## config.mk

```make
export PLATFORM = sky130hd
export DESIGN_NAME = mcycle_ctrl
export DESIGN_NICKNAME = d
export VERILOG_FILES = /design/src/rtl/mcycle_ctrl.sv
export SDC_FILE = /design/constraint.sdc
export NUM_CORES = 1
export LEC_CHECK = 0
export CAP_MARGIN = 30
export CORE_ASPECT_RATIO = 1.4
export CORE_MARGIN = 10
export CORE_UTILIZATION = 49
export CTS_CLUSTER_DIAMETER = 150
export CTS_CLUSTER_SIZE = 16
export DETAILED_ROUTE_END_ITERATION = 10
export PLACE_DENSITY = 0.91
export SYNTH_ARGS = -nofsm -noshare
export SYNTH_HDL_FRONTEND = slang
export SYNTH_SLANG_ARGS = --single-unit
```

## constraint.sdc

```tcl
create_clock -name CLK -period 6.55 [get_ports CLK]
set_clock_uncertainty 0.1 [all_clocks]
set_input_delay 1.31 -clock CLK [delete_from_list [all_inputs] [get_ports CLK]]
set_output_delay 1.31 -clock CLK [all_outputs]
set_load 0.05 [all_outputs]
```

## src/rtl/mcycle_ctrl.sv

```systemverilog
`default_nettype none
// ============================================================================
// Module      : mcycle_ctrl
// Description : Issue/sequencing controller between Execute and the shared
//               multi-cycle multiply/divide unit (MCycle). Accepts one RV32M
//               operation per handshake, launches MCycle with a one-cycle
//               Start pulse, waits out Busy, then selects and post-processes
//               Result1/Result2. Divide-by-zero and signed overflow resolve
//               locally. MULHSU is built from an unsigned multiply plus a
//               sign fix-up.
// Ports       : CLK, RESETn (sync, active-low)
//               req_*  : request handshake (funct3, rs1, rs2, tag)
//               resp_* : response handshake (data, tag)
//               mc_*   : MCycle interface (start, op, operands, results, busy)
// Options     : MCYCLE_CTRL_REUSE_EN - keep the last MCycle result and answer
//               matching requests (e.g. MULH->MUL, DIV->REM) without launch.
// Revision    : 1.0 - initial release
// ============================================================================
module mcycle_ctrl #(
    parameter int WIDTH = 32,
    parameter int TAG_W = 5
) (
    input  logic             CLK,
    input  logic             RESETn,
    input  logic             req_valid,
    output logic             req_ready,
    input  logic [2:0]       req_funct3,
    input  logic [WIDTH-1:0] req_rs1,
    input  logic [WIDTH-1:0] req_rs2,
    input  logic [TAG_W-1:0] req_tag,
    output logic             resp_valid,
    input  logic             resp_ready,
    output logic [WIDTH-1:0] resp_data,
    output logic [TAG_W-1:0] resp_tag,
    output logic             mc_start,
    output logic [1:0]       mc_op,
    output logic [WIDTH-1:0] mc_operand1,
    output logic [WIDTH-1:0] mc_operand2,
    input  logic [WIDTH-1:0] mc_result1,
    input  logic [WIDTH-1:0] mc_result2,
    input  logic             mc_busy
);

    localparam logic [1:0] S_IDLE   = 2'd0;
    localparam logic [1:0] S_LAUNCH = 2'd1;
    localparam logic [1:0] S_WAIT   = 2'd2;
    localparam logic [1:0] S_RESP   = 2'd3;

    localparam logic [WIDTH-1:0] c_MIN_INT = {1'b1, {(WIDTH-1){1'b0}}};

    logic [1:0]       r_state;
    logic [1:0]       w_state_nxt;
    logic             r_sel_r2;
    logic             r_fix;
    logic [1:0]       r_mc_op;
    logic [WIDTH-1:0] r_op1;
    logic [WIDTH-1:0] r_op2;
    logic [WIDTH-1:0] r_resp_data;
    logic [TAG_W-1:0] r_resp_tag;

    // Word selection plus MULHSU fix-up: high word of -(|rs1| * rs2) is
    // ~R2 plus a carry that only propagates when the low word is zero.
    function automatic logic [WIDTH-1:0] post_proc(
        input logic [WIDTH-1:0] r1,
        input logic [WIDTH-1:0] r2,
        input logic             sel_r2,
        input logic             fix
    );
        logic [WIDTH-1:0] v;
        if (fix)
            v = ~r2 + {{(WIDTH-1){1'b0}}, (r1 == '0)};
        else
            v = sel_r2 ? r2 : r1;
        return v;
    endfunction

    // ---------------- request decode ----------------
    logic             w_accept;
    logic             w_is_div;
    logic             w_is_rem;
    logic             w_rs2_zero;
    logic             w_ovf;
    logic             w_fast;
    logic [WIDTH-1:0] w_fast_data;
    logic [1:0]       w_op;
    logic             w_sel_r2;
    logic             w_fix;
    logic [WIDTH-1:0] w_op1;
    logic             w_hit;
    logic [WIDTH-1:0] w_hit_data;

    assign w_accept   = req_valid & req_ready;
    assign w_is_div   = req_funct3[2];
    assign w_is_rem   = req_funct3[1];
    assign w_rs2_zero = (req_rs2 == '0);
    // funct3[0]==0 marks the signed divide flavours (DIV/REM)
    assign w_ovf      = w_is_div & ~req_funct3[0] & (req_rs1 == c_MIN_INT) & (req_rs2 == '1);
    assign w_fast     = w_is_div & (w_rs2_zero | w_ovf);
    assign w_op       = req_funct3[2] ? {1'b1, req_funct3[0]} : {1'b0, req_funct3[1]};
    assign w_sel_r2   = req_funct3[2] ? req_funct3[1] : (req_funct3[1:0] != 2'b00);
    assign w_fix      = (req_funct3 == 3'b010) & req_rs1[WIDTH-1];
    // MIN_INT negates to itself, which is the correct unsigned magnitude
    assign w_op1      = w_fix ? ('0 - req_rs1) : req_rs1;

    always_comb begin
        w_fast_data = '0;
        if (w_rs2_zero)
            w_fast_data = w_is_rem ? req_rs1 : '1;
        else
            w_fast_data = w_is_rem ? '0 : c_MIN_INT;
    end

`ifdef MCYCLE_CTRL_REUSE_EN
    logic             r_c_valid;
    logic [1:0]       r_c_op;
    logic [WIDTH-1:0] r_c_op1;
    logic [WIDTH-1:0] r_c_op2;
    logic [WIDTH-1:0] r_c_r1;
    logic [WIDTH-1:0] r_c_r2;

    assign w_hit      = ~w_fast & r_c_valid & (r_c_op == w_op) &
                        (r_c_op1 == w_op1) & (r_c_op2 == req_rs2);
    assign w_hit_data = post_proc(r_c_r1, r_c_r2, w_sel_r2, w_fix);

    always_ff @(posedge CLK) begin
        if (!RESETn) begin
            r_c_valid <= 1'b0;
            r_c_op    <= '0;
            r_c_op1   <= '0;
            r_c_op2   <= '0;
            r_c_r1    <= '0;
            r_c_r2    <= '0;
        end else if (r_state == S_WAIT && !mc_busy) begin
            r_c_valid <= 1'b1;
            r_c_op    <= r_mc_op;
            r_c_op1   <= r_op1;
            r_c_op2   <= r_op2;
            r_c_r1    <= mc_result1;
            r_c_r2    <= mc_result2;
        end
    end
`else
    assign w_hit      = 1'b0;
    assign w_hit_data = '0;
`endif

    // ---------------- state register ----------------
    always_ff @(posedge CLK) begin
        if (!RESETn)
            r_state <= S_IDLE;
        else
            r_state <= w_state_nxt;
    end

    // ---------------- next-state logic ----------------
    always_comb begin
        w_state_nxt = r_state;
        case (r_state)
            S_IDLE:   if (w_accept) w_state_nxt = (w_fast | w_hit) ? S_RESP : S_LAUNCH;
            S_LAUNCH: w_state_nxt = S_WAIT;
            S_WAIT:   if (!mc_busy) w_state_nxt = S_RESP;
            S_RESP:   if (resp_ready) w_state_nxt = S_IDLE;
            default:  w_state_nxt = S_IDLE;
        endcase
    end

    // ---------------- output logic ----------------
    // Holding off while MCycle is busy keeps a request issued after a
    // mid-operation reset from overlapping the stale computation.
    always_comb begin
        req_ready  = (r_state == S_IDLE) & ~mc_busy;
        mc_start   = (r_state == S_LAUNCH);
        resp_valid = (r_state == S_RESP);
    end

    // ---------------- datapath registers ----------------
    always_ff @(posedge CLK) begin
        if (!RESETn) begin
            r_sel_r2    <= 1'b0;
            r_fix       <= 1'b0;
            r_mc_op     <= '0;
            r_op1       <= '0;
            r_op2       <= '0;
            r_resp_data <= '0;
            r_resp_tag  <= '0;
        end else begin
            if (r_state == S_IDLE && w_accept) begin
                r_resp_tag <= req_tag;
                if (w_fast || w_hit) begin
                    r_resp_data <= w_fast ? w_fast_data : w_hit_data;
                end else begin
                    r_sel_r2 <= w_sel_r2;
                    r_fix    <= w_fix;
                    r_mc_op  <= w_op;
                    r_op1    <= w_op1;
                    r_op2    <= req_rs2;
                end
            end
            if (r_state == S_WAIT && !mc_busy)
                r_resp_data <= post_proc(mc_result1, mc_result2, r_sel_r2, r_fix);
        end
    end

    assign mc_op       = r_mc_op;
    assign mc_operand1 = r_op1;
    assign mc_operand2 = r_op2;
    assign resp_data   = r_resp_data;
    assign resp_tag    = r_resp_tag;

endmodule
`default_nettype wire
```

==> results of run 1 <==
-- where the power goes --
part	switching, uW	internal (uW)	total (uW)
Sequential	56.2	747	803
Combinational	694	396	1090
Clock	267	341	607
Total	1020	1480	2500
-- flip-flops by register name, indices dropped and copies added, names as in the netlist --
signal and flops:
mc_operand2 32, mc_op 2, r_sel_r2 1, resp_tag 5, r_fix 1, r_state 2
resp_data 32, mc_operand1 32
-- logic make-up after synthesis --
logic type | Yosys count | synth area share [%]
adders and majority gates | 9 | 1.68
buffers and inverters | 81 | 5.08
muxes | 27 | 4.33
xor gates and xnor gates | 57 | 7.45
and+or+nand+nor | 294 | 23.8
AOI/OAI and AO/OA | 254 | 25.7
DFF | 107 | 32.0
-- tightest hold or removal path, delay by kind of cell, from the launching register on --
kind / cells / cell delay, ns
flip-flops: 1 / 0.31
AND/OR/NAND/NOR: 1 / 0.05
AO/OA/AOI/OAI: 1 / 0.05
-- stage by stage --
| step | instance area [sq um] | util (%) | hold WS (ns) | setup WS [ns] | power (uW) |
|---|---|---|---|---|---|
| final | 9530 | 71.2 | 0.358 | 1.92 | 2500 |
| after global placement | 9170 | 68.5 | 0.335 | 1.66 | 1880 |
| after CTS | 9520 | 71.1 | 0.356 | 2.00 | 2500 |
| after global routing | 9530 | 71.2 | 0.376 | 1.74 | 2590 |
| after floorplan | 6700 | - | 0.408 | 2.53 | 1500 |
| after detailed placement | 9200 | 68.7 | 0.346 | 1.63 | 1900 |
-- routing by layer --
metal  up-vias  routed length (microns)  GRT usage [%]
met1      3552                     9550           28.5
met2       402                    13100           45.7
met5         -                        0              0
li1       3534                        -              -
met4         0                     1760           18.4
met3       108                     2090           6.06
-- final cells by class --
cell class                      count  area [sq um]
Antenna cell                        2          5.00
Clock buffer                       10           229
Clock inverter                      6          96.3
Fill cell                        1074          3850
Inverter                           13          48.8
Multi-Input combinational cell    641          4230
Sequential cell                   107          2140
Tap cell                          182           228
Timing Repair Buffer              258          2550
-- worst max path at each step --
stage / to / start / slack, ns / cells after the start
2_1_floorplan: resp_data[14] / mc_result1[24] / 2.53 / 11
3_3_place_gp: resp_data[5] / req_rs1[0] / 1.66 / 10
3_5_place_dp: resp_data[5] / req_rs1[0] / 1.63 / 10
4_1_cts: resp_data[5] / req_rs1[0] / 2.00 / 10
5_1_grt: resp_data[5] / req_rs1[0] / 1.74 / 10
6_report: resp_data[5] / req_rs1[0] / 1.92 / 10
-- Yosys cell counts (all sizes together), types with 2 or more instances --
master  count
or3         7
a211o       2
nand4      47
nand3b      2
o221ai      2
o21a        9
nand3       9
nor4       36
inv        13
nor3b      10
a31oi      13
dfxtp     107
or2         2
a32o        4
nor2       35
a22o        4
nor3       31
clkbuf     50
or4b        3
or4         7
o31ai       6
o21ai      55
o22ai      14
nand2      73
a21oi      74
mux2i      11
buf        18
and2        4
a211oi     57
xor2       27
o211a       2
nand2b     14
a41oi       2
mux2       16
nor2b      12
nor4b       2
ha          9
a311oi      2
xnor2      30
==> impl_metrics.toml, run 1 <==
[routing]
drt-vias-per-instance = 6.23
drc = 0
dr.pass1.iters = 5
via_count = 7596
ant_nets = 0
avgRoutedWirePerCell_microns = 21.7
drtIter0Drc = 764
drt-total-wl_mm = 26.5

[setup_path]
slowest_stage = "nor4_2"
r2r_cells = 7
cp_max_fo = 25
r2r-end = "resp_data[21]"
ff2ff_setup_slack_ns = 3.71
start_kind = "input pin"
cpPeakStageDelay_ns = 0.62
crit_family = "simple AND/OR/NAND/NOR gates"
cp_num_buf_inv = 3
crit-reg2reg-launch = "r_state[0]"
end_kind = "flip-flop"
critPathArrivalTime_ns = 4.73
critPathRequiredTime_ns = 6.65
crit_chain = "clkdlybuf4s50_1 > inv_1 > ha_1 > or4b_2 > nor4_2 > nand4_1 > nor3_2 > buf_4 > nand2b_1 > a311oi_1"
critical_path_class = "in2reg"

[run]
cap_violations = 0

[clock_network]
hold_buffers = 0
cts-root-buf = "clkbuf_16"
clock_latency_ns = 0.35
clkTransAtPathRegs_ns = 0.07
numCtsBuffers = 9
clockBufferDepth = 2
cts_tree = "yes"
cts_sinks = 107
htree_levels = 3
cts_resized = 0
post_cts_buffers = 0

[die]
die_h_microns = 158
initial_utilization_pct = 50.1
ios = 247
design.die.area_sq_mm = 0.0188
num_rows = 50
die_w_microns = 119
fp.coreArea_sq_mm = 0.0134

[global_route]
grtUsageTotal_pct = 26.6
grt_max_degree = 90
grt_pass1_vias = 7612
overflow = 0
grt_first_pass_wirelength_mm = 40.4
antenna_found_initial = 1

[power_and_ir_drop]
vdd_drop_max_v = 0.000157
powerDensity_mw_per_mm2 = 262
p_leak_uw = 0.00314

[logic_synthesis]
synthArstFlopShare_pct = 0
synth.avg_cell_area_sq_um = 8.08
netlist_area_sq_mm = 0.00670
synthesis.nets = 979
synth_ff_type = "dfxtp_1"
ys_ff_latch = 107
synth_enable_flop_cells = 0
synthCells = 829
synth_warnings = 0
synth_area_leaders = "dfxtp_1 (32%), a21oi_1 (5.5%), a211oi_2 (4.9%)"
yosysTopAreaCell = "dfxtp_1"
yosysSeqAreaShare_pct = 32.0
synth_top_area_share_pct = 32.0
synth_cell_type_count = 57

[final_layout]
layout_common_cells = "clkdlybuf4s50_1 (245), dfxtp_1 (107), a21oi_1 (74)"
layout_commonest_cell = "clkdlybuf4s50_1"
layout-drive-gt1-share_pct = 8.12
final_nets = 1180
final_cell_count_no_fill = 1219
syn2layout_area_growth_pct = 42.3

[sta]
setup_viol = 0
worst_slew_margin_rel_pct = 35.1
hold_viol = 0
rsz0062_at_grt = "no"
fmax_ghz = 0.216
finalCritPeriodShare_pct = 70.6
fin_crit_ns = 4.63
slew_violations = 0
finalSetupTns_ns = 0
tightest_slew_ns = 0.973

[hold_path]
worstHoldStart = "resp_tag[4]"
min_to = "resp_tag[4]"
hold_depth = 2
hold_class = "reg2reg"

[placed_design]
dpl.hpwl_mm = 20.2
port_buffers = 246
place_inst = 1200
gp_congestion = 0.929

[status]
status = "finished, final reports clean"
No activity file was read; power rests on OpenSTA's default activity.
==> run 2, diff against run 1 <==
Settings changed: CORE_UTILIZATION 49 to 45, PLACE_DENSITY 0.91 to 0.85.
Clock period 6.55 ns to 4.4 ns, I/O delays scaled along.
==> impl_metrics.toml, run 2 (synthesized netlist as in run 1, its figures left out) <==
[routing]
dr.pass1.iters = 5
drt-vias-per-instance = 6.09
drtIter0Drc = 770
drt-total-wl_mm = 26.6
drc = 0
avgRoutedWirePerCell_microns = 21.5
via_count = 7546
ant_nets = 0

[global_route]
grtUsageTotal_pct = 25.2
grt_max_degree = 90
grt_pass1_vias = 7597
overflow = 0
antenna_found_initial = 0
grt_first_pass_wirelength_mm = 40.8

[sta]
fmax_ghz = 0.253
hold_viol = 0
finalSetupTns_ns = 0
slew_violations = 0
rsz0062_at_grt = "no"
setup_viol = 0
setup_slack_ns = 0.449
fin_crit_ns = 3.95
finalCritPeriodShare_pct = 89.8
worst_slew_margin_rel_pct = 34.2
tightest_slew_ns = 0.985

[setup_path]
end_kind = "flip-flop"
critPathArrivalTime_ns = 4.16
crit-reg2reg-launch = "r_state[0]"
slowest_stage = "or4b_2"
startpoint = "mc_result1[24]"
cpPeakStageDelay_ns = 0.61
cp_max_fo = 3
crit_chain = "clkdlybuf4s50_1 > nor4_1 > buf_4 > nand4_1 > nor2_1 > ha_1 > ha_1 > or4b_2 > or4_1 > xnor2_1 > a211oi_1 > o21a_1"
start_kind = "input pin"
critPathRequiredTime_ns = 4.61
cp_num_buf_inv = 2
crit_family = "simple AND/OR/NAND/NOR gates"
crit_path_frequent_cell = "ha_1"
critical_path_class = "in2reg"

[placed_design]
placed_area_sq_mm = 0.00933
dpl.hpwl_mm = 20.6
port_buffers = 246
gp_congestion = 0.955
dp_worst_setup_slack_ns = 0.108

[clock_network]
cts_resized = 0
cts_sinks = 107
clockBufferDepth = 2
cts-root-buf = "clkbuf_16"
post_cts_buffers = 0
htree_levels = 3
clock_latency_ns = 0.35
clkTransAtPathRegs_ns = 0.08
cts_tree = "yes"
hold_buffers = 0
numCtsBuffers = 9

[final_layout]
syn2layout_area_growth_pct = 43.5
fin_area_sq_mm = 0.00962
multi_input_area_sq_mm = 0.00423
antenna_cells = 0
layout_commonest_cell = "clkdlybuf4s50_1"
regArea_sq_mm = 0.00214
layout_common_cells = "clkdlybuf4s50_1 (245), dfxtp_1 (107), a21oi_1 (74)"
nFillCells = 1246
final_nets = 1197
layout-drive-gt1-share_pct = 9.61

[die]
design.die.area_sq_mm = 0.0202
initial_utilization_pct = 46.2
fp.coreArea_sq_mm = 0.0145
die_h_microns = 164
ios = 247
die_w_microns = 123
num_rows = 52

[power_and_ir_drop]
p_leak_uw = 0.00321
powerDensity_mw_per_mm2 = 377
vdd_drop_max_v = 0.000225
power_uw = 3620

[hold_path]
hold_class = "reg2reg"
worstHoldStart = "mc_operand2[10]"

[status]
status = "finished, final reports clean"

[run]
cap_violations = 0
-- run 2: area by class of cell --
| cell class | count | share of cell area, % |
|---|---|---|
| sequential | 107 | 22.3 |
| inverter | 13 | 0.507 |
| multi-input combinational | 641 | 44.0 |
| timing repair buffer | 275 | 27.8 |
| tap | 189 | 2.46 |
| clock buffer | 9 | 2.34 |
| clock inverter | 6 | 0.637 |
-- run 2: final timing paths --
check	slack [ns]	to	cells past startpoint
worst min register to register	0.36	mc_operand2[10]	2
worst min-delay path	0.36	mc_operand2[10]	2
worst max-delay path	0.45	resp_data[14]	12
worst max register to register	1.51	resp_data[24]	8
-- run 2: per-stage QoR --
step           hold slack [ns]  utilization (%)  cells
2_1_floorplan            0.408                -    829
3_3_place_gp             0.336             64.3   1225
3_5_place_dp             0.346             64.3   1225
4_1_cts                  0.356             66.3   1240
5_1_grt                  0.373             66.3   1240
6_report                 0.356             66.3   1240
-- run 2: power by group --
group          internal (uW)  switching (uW)  total [uW]
registers               1110            79.1        1190
clock network            396             410         805
logic                    597            1030        1630
total                   2100            1520        3620
-- run 2: worst reg2reg max path, delay by kind of cell, from the launching register on --
family	cells	cell delay [ns]
simple gates	4	1.52
fa+ha+maj	1	0.22
flops	1	0.38
compound gates	2	0.53
buf+inv	1	0.10
-- run 2: routing by layer --
layer	vias to the layer above	GRT usage, %	share of wire, %	wire [microns]
li1	3545	-	-	-
met2	342	42.9	50	13400
met1	3593	28.7	37	9850
met4	0	12.4	4.6	1240
met5	-	0	0	0
met3	66	6.15	8.1	2170
